### src/rtl/mix_array_sl_if.sv
// Bus bundle between the RC5 key-mixing engine and its S/L word RAMs.
// Carries the start/busy/done handshake alongside both address/data ports.
interface mix_array_sl_if #(
    parameter int w        = 32,
    parameter int t_length = 5,
    parameter int c_length = 2
);
    logic                start;
    logic                busy;
    logic                done;
    logic [w-1:0]        S_rd_data;
    logic [w-1:0]        S_wr_data;
    logic [t_length-1:0] S_address;
    logic                S_we;
    logic [w-1:0]        L_rd_data;
    logic [w-1:0]        L_wr_data;
    logic [c_length-1:0] L_address;
    logic                L_we;

    modport master (
        input  start, S_rd_data, L_rd_data,
        output busy, done, S_address, S_wr_data, S_we, L_address, L_wr_data, L_we
    );

    modport slave (
        output start, S_rd_data, L_rd_data,
        input  busy, done, S_address, S_wr_data, S_we, L_address, L_wr_data, L_we
    );
endinterface

### src/rtl/mix_array_sl.sv
// RC5 key-schedule mixing stage: folds the key words L into the expanded
// table S in place, alternating one S write and one L write per iteration.
module mix_array_sl #(
    parameter int w        = 32,
    parameter int t        = 26,
    parameter int c        = 4,
    parameter int t_length = $clog2(t),
    parameter int c_length = ($clog2(c) < 1) ? 1 : $clog2(c)
) (
    input  logic           clk2,
    input  logic           rst,
    mix_array_sl_if.master bus
);
    localparam int n_iter = 3 * ((t > c) ? t : c);
    localparam int k_w    = $clog2(n_iter + 1);
    localparam int rot_w  = $clog2(w);

    localparam logic [t_length-1:0] last_i = t_length'(t - 1);
    localparam logic [c_length-1:0] last_j = c_length'(c - 1);
    localparam logic [k_w-1:0]      last_k = k_w'(n_iter - 1);
    localparam logic [rot_w-1:0]    s_rot  = rot_w'(3);

    typedef enum logic [1:0] {
        IDLE  = 2'd0,
        MIX_S = 2'd1,
        MIX_L = 2'd2,
        DONE  = 2'd3
    } state_t;

    state_t              state_r, state_s;
    logic [w-1:0]        a_r, a_s;
    logic [w-1:0]        b_r, b_s;
    logic [t_length-1:0] i_r, i_s;
    logic [c_length-1:0] j_r, j_s;
    logic [k_w-1:0]      k_r, k_s;
    logic [w-1:0]        ab_s;
    logic [w-1:0]        s_mix_s;
    logic [w-1:0]        l_mix_s;

    // Rotate left; the doubled word makes a zero amount a plain pass-through.
    function automatic logic [w-1:0] rotl(input logic [w-1:0] x, input logic [rot_w-1:0] r);
        logic [2*w-1:0] d;
        d = {x, x} << r;
        return d[2*w-1:w];
    endfunction

    assign ab_s    = a_r + b_r;
    assign s_mix_s = rotl(bus.S_rd_data + ab_s, s_rot);
    assign l_mix_s = rotl(bus.L_rd_data + ab_s, ab_s[rot_w-1:0]);

    // State and datapath registers with asynchronous reset.
    always_ff @(posedge clk2 or posedge rst) begin
        if (rst) begin
            state_r <= IDLE;
            a_r     <= {w{1'b0}};
            b_r     <= {w{1'b0}};
            i_r     <= {t_length{1'b0}};
            j_r     <= {c_length{1'b0}};
            k_r     <= {k_w{1'b0}};
        end else begin
            state_r <= state_s;
            a_r     <= a_s;
            b_r     <= b_s;
            i_r     <= i_s;
            j_r     <= j_s;
            k_r     <= k_s;
        end
    end

    // Next-state and datapath update; A moves in MIX_S, B and indices in MIX_L.
    always_comb begin
        state_s = state_r;
        a_s     = a_r;
        b_s     = b_r;
        i_s     = i_r;
        j_s     = j_r;
        k_s     = k_r;
        case (state_r)
            IDLE, DONE: begin
                if (bus.start) begin
                    state_s = MIX_S;
                    a_s     = {w{1'b0}};
                    b_s     = {w{1'b0}};
                    i_s     = {t_length{1'b0}};
                    j_s     = {c_length{1'b0}};
                    k_s     = {k_w{1'b0}};
                end else begin
                    state_s = state_r;
                end
            end
            MIX_S: begin
                a_s     = s_mix_s;
                state_s = MIX_L;
            end
            MIX_L: begin
                b_s = l_mix_s;
                k_s = k_r + k_w'(1);
                if (i_r == last_i) begin
                    i_s = {t_length{1'b0}};
                end else begin
                    i_s = i_r + t_length'(1);
                end
                if (j_r == last_j) begin
                    j_s = {c_length{1'b0}};
                end else begin
                    j_s = j_r + c_length'(1);
                end
                if (k_r == last_k) begin
                    state_s = DONE;
                end else begin
                    state_s = MIX_S;
                end
            end
            default: begin
                state_s = IDLE;
            end
        endcase
    end

    // Strobes decode straight from the state register so reset drops them at once.
    assign bus.S_address = i_r;
    assign bus.S_wr_data = s_mix_s;
    assign bus.S_we      = (state_r == MIX_S);
    assign bus.L_address = j_r;
    assign bus.L_wr_data = l_mix_s;
    assign bus.L_we      = (state_r == MIX_L);
    assign bus.busy      = (state_r == MIX_S) || (state_r == MIX_L);
    assign bus.done      = (state_r == DONE);
endmodule

### src/flat_wrapper.sv
// flat-port wrapper written by rule: the top's interface ports become plain ports
module mix_array_sl_flat 
#(
    parameter int w        = 32,
    parameter int t        = 26,
    parameter int c        = 4,
    parameter int t_length = $clog2(t),
    parameter int c_length = ($clog2(c) < 1) ? 1 : $clog2(c)
)
  (clk2, rst, bus_start, bus_S_rd_data, bus_L_rd_data, bus_busy, bus_done, bus_S_address, bus_S_wr_data, bus_S_we, bus_L_address, bus_L_wr_data, bus_L_we);
  mix_array_sl_if #(.w(w), .t_length(t_length), .c_length(c_length)) bus_i ();
  input  logic clk2;
  input  logic rst;
  input wire logic [$bits(bus_i.start)-1:0] bus_start;
  input wire logic [$bits(bus_i.S_rd_data)-1:0] bus_S_rd_data;
  input wire logic [$bits(bus_i.L_rd_data)-1:0] bus_L_rd_data;
  output wire logic [$bits(bus_i.busy)-1:0] bus_busy;
  output wire logic [$bits(bus_i.done)-1:0] bus_done;
  output wire logic [$bits(bus_i.S_address)-1:0] bus_S_address;
  output wire logic [$bits(bus_i.S_wr_data)-1:0] bus_S_wr_data;
  output wire logic [$bits(bus_i.S_we)-1:0] bus_S_we;
  output wire logic [$bits(bus_i.L_address)-1:0] bus_L_address;
  output wire logic [$bits(bus_i.L_wr_data)-1:0] bus_L_wr_data;
  output wire logic [$bits(bus_i.L_we)-1:0] bus_L_we;
  assign bus_i.start = bus_start;
  assign bus_i.S_rd_data = bus_S_rd_data;
  assign bus_i.L_rd_data = bus_L_rd_data;
  assign bus_busy = bus_i.busy;
  assign bus_done = bus_i.done;
  assign bus_S_address = bus_i.S_address;
  assign bus_S_wr_data = bus_i.S_wr_data;
  assign bus_S_we = bus_i.S_we;
  assign bus_L_address = bus_i.L_address;
  assign bus_L_wr_data = bus_i.L_wr_data;
  assign bus_L_we = bus_i.L_we;
  mix_array_sl #(.w(w), .t(t), .c(c), .t_length(t_length), .c_length(c_length)) u_core (.clk2(clk2), .rst(rst), .bus(bus_i));
endmodule
### config.mk
export PLATFORM = sky130hd
export DESIGN_NAME = mix_array_sl_flat
export DESIGN_NICKNAME = d
export VERILOG_FILES = /design/src/rtl/mix_array_sl_if.sv /design/src/rtl/mix_array_sl.sv /design/src/flat_wrapper.sv
export SDC_FILE = /design/constraint.sdc
export NUM_CORES = 1
export LEC_CHECK = 0
export CORE_ASPECT_RATIO = 1.1
export CORE_UTILIZATION = 62
export CTS_BUF_LIST = sky130_fd_sc_hd__clkbuf_16
export DETAILED_ROUTE_END_ITERATION = 10
export GPL_TIMING_DRIVEN = 0
export PLACE_DENSITY = 0.9
export RECOVER_POWER = 100
export SYNTH_ARGS = -nofsm -noshare
export SYNTH_HDL_FRONTEND = slang
export SYNTH_SLANG_ARGS = --single-unit
### constraint.sdc
create_clock -name clk2 -period 11.2 [get_ports clk2]
set_clock_uncertainty 0.1 [all_clocks]
set_input_delay 2.24 -clock clk2 [delete_from_list [all_inputs] [get_ports clk2]]
set_output_delay 2.24 -clock clk2 [all_outputs]
set_load 0.05 [all_outputs]
==> results.md <==
- The detailed-route wire length per cell is approximately 24 microns.
- Across all register-to-register paths, the minimum setup slack is 3.34 ns.
- The mean post-synth cell area is about 8.2 sq um.
- The post-detailed-route via-to-cell ratio is 7.25.
- Of the post-synthesis cell area, the dominant cell type holds 0.190.
- The number of global-route vias before repair is between 10,000 and 15,000.
- For the pin with the worst max-slew slack, the measured transition is ~3.2 ns.
- The slowest stage of the critical path is the sky130_fd_sc_hd__o31ai_1 cell.
- The count of routing violations after the opening detailed-route iteration is about 1,600.
- The overall die width is between 100 and 150 microns.
- The starting density of the core is 0.639.
- The clock latency reported for the late side of the worst-skew pair is around 0.34 ns.
- The clock transition at the registers of the reported paths is 0.06 ns.
- In this run the critical register-to-register path is launched from u_core.b_r[0].
- The fraction of final layout cells with drive strength greater than 1 is 0.0538.
- The count of endpoints failing hold in the final timing report is 0.
- The Yosys warning count is 0.
- The kind of end point of the critical path is a primary output.
- The proportion of register bits with asynchronous set or reset after synthesis is 1.00.
- The setup TNS is 0 ns.
- The routed layout has approximately 12,000 vias.
- The max-cap violation count is 1.
- In the routed design, unresolved DRC markers number 0.
- The number of antenna violations at the first check in global routing is 0.
- The height of the die is 139 microns.
- The endpoint with the worst hold slack is u_core.a_r[4].
- The number of synthesized flops with an enable pin is 0.
- The count of standard-cell rows is just under 50.
- The clock period minus final worst setup slack is 11.09 ns.
- After global routing the overflow that remains totals 0.
- The instance count along the most critical hold path is 1.
- Buffers inserted to repair hold after CTS numbered 0.
- Sorting the synthesized cells by area gives the leading types as sky130_fd_sc_hd__dfrtp_1, sky130_fd_sc_hd__ha_1, sky130_fd_sc_hd__xnor2_1.
- The reg-to-reg endpoint is u_core.b_r[27].
- The cell depth of the worst flop-to-flop path is 21.
- Setup repair after global routing left no endpoint under its margin.
- Broken down by cell family, the worst path's largest delay share belongs to compound AO/OA/AOI/OAI gates.
- The synthesized design contains 80 register bits.
- The cell sitting at the root of the clock tree is a sky130_fd_sc_hd__clkbuf_16.
- The number of nets with antenna violations after routing is 0.
- TritonCTS built the clock tree.
- The data required time at the worst endpoint is 8.86 ns.
- The number of gates resized after CTS is 0.
- The number of nets in the synthesized netlist is about 1,500.
- Entering global routing, the biggest net connects between 60 and 70 pins.
- After detailed placement, the design holds a cell count of about 1,600.
- In the synthesized netlist the dominant register cell turns out to be sky130_fd_sc_hd__dfrtp_1.
- The global-route usage over all layers is 0.460.
- Measured on the finished design, the core utilization comes to 0.757.
- The number of clock buffers added by TritonCTS is 9.
- The number of buffers inserted by post-CTS setup repair is 0.
- The flow ran to the end, but the final reports show violations.
- The non-filler instance count after layout is 1,654.
- On the final layout, the worst hold slack is between 0.4 and 0.5 ns.
- The path class of the tightest hold or removal check is register to register.
- The overall die area is 0.0175 sq mm.
- The number of diodes is 0.
- Port buffering added 141 buffers.
- The buffer depth of the longest clock path is 2.
- The routed design has between 40 and 50 mm of wire.
- The mapped netlist covers around 0.011 sq mm.
- The share of the cycle needed by the critical path after routing is 0.991.
- The share of the Yosys chip area taken by registers is 0.190.
- The checks that failed: max-capacitance violations, max-slew violations.
- The wire-length estimate of the detail-placed layout is roughly 32 mm.
- The first-pass GRT wire length is approximately 63 mm.
- The combined buffer and inverter count along the critical path is 4.
- Clock tree synthesis found a total of 80 sinks.
- The number of I/O pins is approximately 140.
- After the last flow step, the layout net total stands at approximately 1,600.
- The number of levels the H-tree was split into is 3.
- The worst slew slack as a fraction of its limit is -1.15.
- The area growth from synthesis to layout is 18.4%.
- The startpoint type of the worst setup path is a register.
- The synthesized netlist contains 89 unique library cells.
- The hold path startpoint is u_core.a_r[4].
- The final weighted congestion of routability-driven global placement is around 1.0.
- The number of max-slew violations in the final report was 62.
- The worst setup path is of the register to primary output kind.
- In the synthesized netlist, the number of instances is roughly 1,300.
- Along the worst path, the maximum fanout reaches 11.
- The biggest cell delay along the critical path is 0.98 ns.
- Data arrives at the worst endpoint at between 8 and 9 ns.
- Summed over all instances, the cell type with the most area after synthesis is sky130_fd_sc_hd__dfrtp_1.
- The achievable clock frequency is 90.1 MHz.
- Setup violations remaining at the end of the flow were counted as 0.
- The first TritonRoute pass finished after 7 iterations.
- The total area inside the core boundary comes to around 0.016 sq mm.
- Traced cell by cell, the critical path runs through ha_1 -> fa_1 -> a21oi_1 -> nor2b_1 -> nor2_1 -> xor2_1 -> clkinv_1 -> clkbuf_1 -> clkbuf_1 -> ha_1 -> and3_1 -> a21boi_2 -> o21ai_2 -> a211oi_1 -> o211ai_1 -> and3b_1 -> nor3_1 -> a311o_1 -> a311oi_1 -> o31ai_1 -> clkdlybuf4s50_1.
worst register-to-register path, cell delays in order, from the launching register on:
cell and delay, ns:
sky130_fd_sc_hd__dfrtp_1 0.39, sky130_fd_sc_hd__ha_1 0.24, sky130_fd_sc_hd__fa_1 0.42, sky130_fd_sc_hd__a21oi_1 0.20, sky130_fd_sc_hd__nor2b_1 0.07, sky130_fd_sc_hd__nor2_1 0.12
sky130_fd_sc_hd__xor2_1 0.65, sky130_fd_sc_hd__clkinv_1 0.55, sky130_fd_sc_hd__clkbuf_1 0.39, sky130_fd_sc_hd__clkbuf_1 0.40, sky130_fd_sc_hd__ha_1 0.49, sky130_fd_sc_hd__and3_1 0.23
sky130_fd_sc_hd__a21boi_2 0.30, sky130_fd_sc_hd__o21ai_2 0.14, sky130_fd_sc_hd__a211oi_1 0.55, sky130_fd_sc_hd__o211ai_1 0.24, sky130_fd_sc_hd__and3b_1 0.27, sky130_fd_sc_hd__nor3_1 0.30
sky130_fd_sc_hd__a311o_1 0.37, sky130_fd_sc_hd__a311oi_1 0.15, sky130_fd_sc_hd__o31ai_1 0.98, sky130_fd_sc_hd__a22o_1 0.26
logic make-up (layout without fill, tap and decap cells):
| family | after synthesis | count (layout) | synth area share |
|---|---|---|---|
| flops | 80 | 80 | 0.190 |
| mux | 61 | 61 | 0.0795 |
| buf+inv | 97 | 255 | 0.0351 |
| fa+ha+maj | 109 | 109 | 0.131 |
| xor+xnor | 93 | 93 | 0.0772 |
| compound gates | 460 | 460 | 0.309 |
| simple gates | 392 | 392 | 0.178 |
layer usage:
layer  track usage  vias up  part of all wire
met5             0        -                 0
met4         0.332        0             0.085
met3        0.0984      273              0.10
met2         0.759      897              0.46
met1         0.528     5579              0.36
li1              -     5239                 -
area by class of cell:
cell class	count	area, sq um
clock buffer	9	225
sequential	80	2000
fill	1179	4010
timing repair buffer	142	1420
buffer	67	258
tap	204	255
multi-input combinational	1115	8160
clock inverter	7	53.8
inverter	30	114
cell usage in the layout (no fill, tap or decap), types with 10 or more instances in the layout:
cell,n
sky130_fd_sc_hd__a211oi_1,18
sky130_fd_sc_hd__a21o_1,36
sky130_fd_sc_hd__a21oi_1,98
sky130_fd_sc_hd__a22o_1,41
sky130_fd_sc_hd__a22oi_1,10
sky130_fd_sc_hd__a31oi_1,14
sky130_fd_sc_hd__and2_1,12
sky130_fd_sc_hd__and3_1,16
sky130_fd_sc_hd__clkbuf_1,57
sky130_fd_sc_hd__clkdlybuf4s50_1,66
sky130_fd_sc_hd__dfrtp_1,80
sky130_fd_sc_hd__dlygate4sd3_1,75
sky130_fd_sc_hd__ha_1,106
sky130_fd_sc_hd__inv_1,28
sky130_fd_sc_hd__mux2_2,10
sky130_fd_sc_hd__mux2i_1,32
sky130_fd_sc_hd__mux4_2,17
sky130_fd_sc_hd__nand2_1,119
sky130_fd_sc_hd__nand2b_1,20
sky130_fd_sc_hd__nand3_1,38
sky130_fd_sc_hd__nand4_1,23
sky130_fd_sc_hd__nor2_1,100
sky130_fd_sc_hd__nor2b_1,11
sky130_fd_sc_hd__nor3_1,23
sky130_fd_sc_hd__o211ai_1,22
sky130_fd_sc_hd__o21a_1,17
sky130_fd_sc_hd__o21ai_0,75
sky130_fd_sc_hd__o21bai_1,11
sky130_fd_sc_hd__o31ai_1,15
sky130_fd_sc_hd__xnor2_1,60
sky130_fd_sc_hd__xor2_1,33
state kept, by name, indices dropped and copies added, names as in the netlist:
register,cells
u_core.bus.S_address,5
u_core.bus.L_address,2
u_core.a_r,32
u_core.state_r,2
u_core.b_r,32
u_core.k_r,7
synthesized netlist by cell type, types with 14 or more instances:
| master | instances |
|---|---|
| sky130_fd_sc_hd__and2_1 | 15 |
| sky130_fd_sc_hd__mux4_2 | 17 |
| sky130_fd_sc_hd__a21o_1 | 36 |
| sky130_fd_sc_hd__a211oi_1 | 17 |
| sky130_fd_sc_hd__nand4_1 | 22 |
| sky130_fd_sc_hd__xnor2_1 | 60 |
| sky130_fd_sc_hd__nand2_1 | 119 |
| sky130_fd_sc_hd__a31oi_1 | 14 |
| sky130_fd_sc_hd__inv_1 | 29 |
| sky130_fd_sc_hd__o21a_1 | 17 |
| sky130_fd_sc_hd__a21oi_1 | 98 |
| sky130_fd_sc_hd__a22o_1 | 41 |
| sky130_fd_sc_hd__nand3_1 | 38 |
| sky130_fd_sc_hd__o31ai_1 | 15 |
| sky130_fd_sc_hd__xor2_1 | 33 |
| sky130_fd_sc_hd__ha_1 | 106 |
| sky130_fd_sc_hd__o211ai_1 | 22 |
| sky130_fd_sc_hd__clkbuf_1 | 54 |
| sky130_fd_sc_hd__and3_1 | 16 |
| sky130_fd_sc_hd__dfrtp_1 | 80 |
| sky130_fd_sc_hd__nor2_1 | 100 |
| sky130_fd_sc_hd__nor3_1 | 23 |
| sky130_fd_sc_hd__o21ai_0 | 75 |
| sky130_fd_sc_hd__nand2b_1 | 20 |
| sky130_fd_sc_hd__mux2i_1 | 32 |
how the worst max path moves through the flow:
stage	startpoint	end	slack [ns]	cells after the start
floorplan	u_core.b_r[0]	bus_L_wr_data[17]	2.76	26
global placement	u_core.b_r[0]	bus_L_wr_data[2]	1.08	22
detailed placement	u_core.b_r[0]	bus_L_wr_data[2]	1.00	22
CTS	u_core.b_r[0]	bus_L_wr_data[2]	0.62	22
global route	u_core.b_r[0]	bus_L_wr_data[27]	0.05	21
finish	u_core.b_r[0]	bus_L_wr_data[27]	0.11	21
stage by stage:
| stage | instance area [sq um] | setup WS [ns] |
|---|---|---|
| floorplan | 10500 | 2.76 |
| global placement | 12200 | 1.08 |
| detailed placement | 12200 | 1.00 |
| CTS | 12500 | 0.622 |
| global route | 12500 | 0.0518 |
| finish | 12500 | 0.106 |
Power is not shown: default switching activity piles up to over one toggle a cycle in this logic, so the estimate is an artifact.
